--- src/rtl/pipeline_pkg.sv ---
// Shared pipeline types for the IF/ID boundary.
// Contents: XLEN/ILEN/NOP_INSTR widths and constants, fetch_pkt_t payload,
// ifid_state_t buffer state encoding, nop_pkt() helper.
package pipeline_pkg;

  localparam int unsigned XLEN  = 64;
  localparam int unsigned ILEN  = 32;
  localparam int unsigned CNT_W = 32;
  localparam logic [ILEN-1:0] NOP_INSTR = 32'h0000_0013;

  typedef struct packed {
    logic [XLEN-1:0] pc;
    logic [ILEN-1:0] instr;
  } fetch_pkt_t;

  typedef enum logic [1:0] {
    S_EMPTY,
    S_HALF,
    S_FULL
  } ifid_state_t;

  // Packet shown to decode when nothing is held: pc 0, addi x0,x0,0.
  function automatic fetch_pkt_t nop_pkt();
    fetch_pkt_t p;
    p.pc    = '0;
    p.instr = NOP_INSTR;
    return p;
  endfunction

endpackage

--- src/rtl/if_id_buffer.sv ---
// IF/ID boundary: 2-entry skid buffer between fetch and decode.
// Ports:
//   clk, rst_n             clock, async active-low reset
//   flush_i                synchronous flush (taken branch/jump), highest priority
//   in_valid/in_ready      fetch handshake, in_pc/in_instr payload
//   out_valid/out_ready    decode handshake, out_pc/out_instr payload
//   bubble_cnt             present only when IFID_BUBBLE_CNT_EN is defined:
//                          saturating count of cycles decode was ready but starved
// in_ready/out_valid come straight from flops, so there is no
// out_ready -> in_ready combinational path.
module if_id_buffer
  import pipeline_pkg::*;
(
  input  logic             clk,
  input  logic             rst_n,
  input  logic             flush_i,
  input  logic             in_valid,
  output logic             in_ready,
  input  logic [XLEN-1:0]  in_pc,
  input  logic [ILEN-1:0]  in_instr,
  output logic             out_valid,
  input  logic             out_ready,
  output logic [XLEN-1:0]  out_pc,
  output logic [ILEN-1:0]  out_instr
`ifdef IFID_BUBBLE_CNT_EN
  ,
  output logic [CNT_W-1:0] bubble_cnt
`endif
);

  ifid_state_t state_q, state_d;
  fetch_pkt_t  main_q, main_d;
  fetch_pkt_t  skid_q, skid_d;
  fetch_pkt_t  in_pkt;
  logic        in_fire, out_fire;

  assign in_pkt.pc    = in_pc;
  assign in_pkt.instr = in_instr;

  // Next-state and next-payload logic.
  always_comb begin
    state_d  = state_q;
    main_d   = main_q;
    skid_d   = skid_q;
    in_fire  = in_valid & in_ready;
    out_fire = out_valid & out_ready;

    if (flush_i) begin
      state_d = S_EMPTY;
      main_d  = nop_pkt();
    end else begin
      case (state_q)
        S_EMPTY: begin
          if (in_fire) begin
            state_d = S_HALF;
            main_d  = in_pkt;
          end
        end
        S_HALF: begin
          if (in_fire && out_fire) begin
            main_d = in_pkt;
          end else if (in_fire) begin
            state_d = S_FULL;
            skid_d  = in_pkt;
          end else if (out_fire) begin
            // Going empty: park the NOP so decode never sees stale data.
            state_d = S_EMPTY;
            main_d  = nop_pkt();
          end
        end
        S_FULL: begin
          if (out_fire) begin
            state_d = S_HALF;
            main_d  = skid_q;
          end
        end
        default: begin
          state_d = S_EMPTY;
          main_d  = nop_pkt();
        end
      endcase
    end
  end

  // State, payload and handshake registers.
  always_ff @(posedge clk or negedge rst_n) begin
    if (!rst_n) begin
      state_q   <= S_EMPTY;
      main_q    <= nop_pkt();
      skid_q    <= '0;
      in_ready  <= 1'b1;
      out_valid <= 1'b0;
    end else begin
      state_q   <= state_d;
      main_q    <= main_d;
      skid_q    <= skid_d;
      in_ready  <= (state_d != S_FULL);
      out_valid <= (state_d != S_EMPTY);
    end
  end

  assign out_pc    = main_q.pc;
  assign out_instr = main_q.instr;

`ifdef IFID_BUBBLE_CNT_EN
  // Saturating starvation counter; flush does not touch it.
  always_ff @(posedge clk or negedge rst_n) begin
    if (!rst_n) begin
      bubble_cnt <= '0;
    end else if (out_ready && !out_valid && (bubble_cnt != {CNT_W{1'b1}})) begin
      bubble_cnt <= bubble_cnt + CNT_W'(1);
    end
  end
`endif

endmodule

--- config.mk ---
export PLATFORM = sky130hd
export DESIGN_NAME = if_id_buffer
export DESIGN_NICKNAME = d
export VERILOG_FILES = /design/src/rtl/pipeline_pkg.sv /design/src/rtl/if_id_buffer.sv
export SDC_FILE = /design/constraint.sdc
export NUM_CORES = 1
export LEC_CHECK = 0
export CORE_MARGIN = 4
export CORE_UTILIZATION = 52
export DETAILED_ROUTE_END_ITERATION = 16
export PLACE_DENSITY = 0.89
export SETUP_SLACK_MARGIN = 0.4
export SLEW_MARGIN = 10
export SYNTH_ARGS = -nofsm -noshare
export SYNTH_HDL_FRONTEND = slang
export SYNTH_SLANG_ARGS = --single-unit
--- constraint.sdc ---
create_clock -name clk -period 2.55 [get_ports clk]
set_input_delay 0.765 -clock clk [delete_from_list [all_inputs] [get_ports clk]]
set_output_delay 0.765 -clock clk [all_outputs]
set_load 0.1 [all_outputs]
==> out/qor.csv <==
stage;metric;value;unit
global_routing;wire_length_of_the_first_global_routing_pass;44100;microns
power;power_per_cell_area;830;mW/mm^2
yosys;syn_area;0.00997;sq mm
yosys;yosys.cell_types.count;31;
floorplan;die_y;146;microns
yosys;synth.most_common_cell;sky130_fd_sc_hd__dfrtp_1;
layout;synthToLayoutAreaGrowth;26.1;%
layout;antennaDiodeCount;0;
placement;finalWeightedCongestion;0.827;
clocking;cts.clk_slew.worst_paths;0.07;ns
run;drv.max_cap_violation_count;0;
routing;finalWirelength;26900;microns
sta;final-setup-viol-count;0;
clocking;htreeDepth;4;
sta;finClkSkew;0.0170;ns
yosys;synth_seq_cells;196;
floorplan;die-area;0.0215;sq mm
yosys;post_synth_main_area_contributors;sky130_fd_sc_hd__dfrtp_1, sky130_fd_sc_hd__mux2_2, sky130_fd_sc_hd__mux2i_1;
layout;fill_cells;1454;
layout;nets;1231;
power;leakage;5.07;nW
placement;dp_hpwl;17400;microns
sta;timing.final.crit_share;84.6;%
floorplan;die-width;146;microns
sta;fin_ws;0.394;ns
global_routing;grt_pass1_vias;8521;
critical_path;timing.critical_path.slowest_stage_cell;sky130_fd_sc_hd__clkdlybuf4s50_1;
floorplan;num_rows;50;
critical_path;worstPathRequired;2.85;ns
critical_path;worstSetupPathType;primary input to register;
clocking;tritoncts;yes;
routing;routedWlPerCell;19.5;microns
sta;setup_repair_after_global_routing_missed_its_margin;yes;
clocking;hold_buffers;0;
sta;worstMarginPinSlew;0.682;ns
critical_path;startpoint_type;primary input;
yosys;post_synthesis_net_count;1091;
routing;antenna_violating_nets_post_route;0;
clocking;sink_count_of_the_clock_tree;196;
yosys;async_reset_ff_share;100;%
yosys;synth_top_cells_by_count;sky130_fd_sc_hd__dfrtp_1, sky130_fd_sc_hd__a21oi_1, sky130_fd_sc_hd__mux2_2;
routing;via_count;8461;
critical_path;crit_fanout;59;
critical_path;critical_path.cell_chain;clkdlybuf4s50_1 > nand3b_1 > nor3_4 > buf_12 > mux2_2;
critical_path;crit-reg2reg-launch;in_ready$_DFF_PN1_;
power;power.ir.vdd_worst;0.468;mV
placement;port-buffer-count;198;
yosys;post_synth_inst_count;990;
layout;layout.cell_area.non_filler;0.0126;sq mm
global_routing;grt_total_usage;25.0;%
placement;dpl-instance-area;0.0120;sq mm
clocking;cts-buffers-inserted;17;
routing;first_pass_iters;5;
yosys;synth.yosys.seq_area_share;49.2;%
hold_path;min_path_type;primary input to async pin;
global_routing;largest_net_degree_at_the_start_of_global_routing;68;
yosys;synth_flop_cell;sky130_fd_sc_hd__dfrtp_1;
clocking;cts_max_path_buffers;2;
run_status;result_of_the_run;finished, final reports clean;
sta;final.min_clock_period;2.16;ns
routing;drcViolationCount;0;
sta;maxSlewHeadroom;54.6;%
yosys;synth.largest_area_cell;sky130_fd_sc_hd__dfrtp_1;
sta;setup_tns;0;ns
yosys;post_synth_top_area_share;48.2;%
critical_path;critical_path_arrival;2.46;ns
critical_path;worst_setup_startpoint;in_valid;
critical_path;end_kind;register;
yosys;synth_edf_count;0;
critical_path;cpPeakStageDelay;0.50;ns
sta;max_freq;0.464;GHz
clocking;clock_latency;0.43;ns
placement;post_placement_setup_slack;-0.00970;ns
global_routing;globalRoute.totalOverflow;0;
sta;timing_hold_violations_final;0;
yosys;per_instance_average_area_after_synthesis;10.1;sq um
routing;vias_per_cell;6.14;
clocking;clock_tree.root_cell;sky130_fd_sc_hd__clkbuf_16;
layout;drive_above_1_share;23.7;%
critical_path;ff2ff_setup_slack;0.57;ns
critical_path;regToRegEndpoint;skid_q[89]$_DFFE_PN0P_;
routing;drt_iter0_drc;547;
critical_path;worst-r2r-cell-count;4;
floorplan;floorplan.initialDensity;53.1;%
global_routing;grt_antenna_before_repair;0;
floorplan;core-area;0.0188;sq mm
yosys;yosysWarnings;0;
sta;report.final.slew_viol_count;0;
floorplan;io_pins;199;
how the worst max path moves through the flow:
stage               slack (ns)                        end  cells past startpoint
global route              0.35     skid_q[15]$_DFFE_PN0P_                      5
global placement          0.02      out_pc[5]$_DFFE_PN0P_                      7
floorplan                 0.41     skid_q[55]$_DFFE_PN0P_                      6
CTS                       0.44     skid_q[15]$_DFFE_PN0P_                      5
detailed placement       -0.01  out_instr[25]$_DFFE_PN0P_                      7
finish                    0.39     skid_q[89]$_DFFE_PN0P_                      5
stage by stage:
stage               std cells  total power [mW]  hold WS (ns)  utilization (%)
global placement         1345              7.62         0.489             63.8
global route             1377              10.9         0.296             67.0
CTS                      1377              10.5         0.295             66.9
floorplan                 990              6.77         0.469                -
finish                   1377              10.4         0.276             67.0
detailed placement       1345              7.78         0.496             63.8
logic make-up after synthesis:
logic type	after synthesis	share of synthesized area, %
AO/OA/AOI/OAI	298	16.6
AND/OR/NAND/NOR	198	9.06
buffers and inverters	109	4.89
multiplexers	189	20.2
flip-flops	196	49.2
final cells by class:
type	instances	area, sq um	area share [%]
multi-input cells	685	4600	36.6
flip-flops and latches	196	4920	39.2
clock inverters	13	140	1.11
inverters	3	11.3	0.0896
repair buffers	227	2150	17.1
clock buffers	19	453	3.60
well taps	234	293	2.33
registers in the layout, summed over array words and instances (netlist names):
| signal | count |
|---|---|
| state_q | 2 |
| in_ready | 1 |
| out_pc | 64 |
| out_instr | 32 |
| out_valid | 1 |
| skid_q | 96 |
routing by layer:
| metal | track usage [%] | vias up | share of wire (%) |
|---|---|---|---|
| met4 | 6.87 | 0 | 1.7 |
| met2 | 42.6 | 353 | 51 |
| li1 | - | 3879 | - |
| met1 | 32.2 | 4190 | 40 |
| met5 | 0 | - | 0 |
| met3 | 5.62 | 39 | 7.3 |
power by group:
| part | switching (mW) | internal [mW] | leakage, nW |
|---|---|---|---|
| Sequential | 0.452 | 3.90 | 2.50 |
| Clock | 1.25 | 1.44 | 0.287 |
| Combinational | 2.13 | 1.25 | 2.28 |
| Total | 3.84 | 6.59 | 5.07 |
timing repair:
item                                    in CTS  in global routing
endpoints found under the setup margin       0                 63
buffers inserted                             0                  0
resized for setup                            0                  2
placed cells by master, fill, tap and decap left out, types with 2 or more instances in the layout:
master,instances
sky130_fd_sc_hd__a21o_1,3
sky130_fd_sc_hd__a21oi_1,97
sky130_fd_sc_hd__a221o_1,3
sky130_fd_sc_hd__buf_12,14
sky130_fd_sc_hd__buf_4,113
sky130_fd_sc_hd__clkbuf_16,17
sky130_fd_sc_hd__clkbuf_8,3
sky130_fd_sc_hd__clkdlybuf4s50_1,97
sky130_fd_sc_hd__clkinv_4,3
sky130_fd_sc_hd__clkinvlp_4,2
sky130_fd_sc_hd__dfrtp_1,189
sky130_fd_sc_hd__dfrtp_4,3
sky130_fd_sc_hd__dfstp_2,3
sky130_fd_sc_hd__inv_1,3
sky130_fd_sc_hd__inv_6,4
sky130_fd_sc_hd__inv_8,3
sky130_fd_sc_hd__mux2_2,96
sky130_fd_sc_hd__mux2i_1,93
sky130_fd_sc_hd__nand2_1,94
sky130_fd_sc_hd__nand3_1,93
sky130_fd_sc_hd__nor2_1,3
sky130_fd_sc_hd__nor3_4,2
sky130_fd_sc_hd__o21ai_0,55
sky130_fd_sc_hd__o21ai_1,40
sky130_fd_sc_hd__o21bai_1,3
sky130_fd_sc_hd__o22ai_1,93
worst max-delay path, delay by kind of cell:
kind | cells | cell delay (ns)
AND/OR/NAND/NOR | 2 | 0.44
buffers and inverters | 2 | 0.84
multiplexers | 1 | 0.38
No activity file was read; power rests on OpenSTA's default activity.
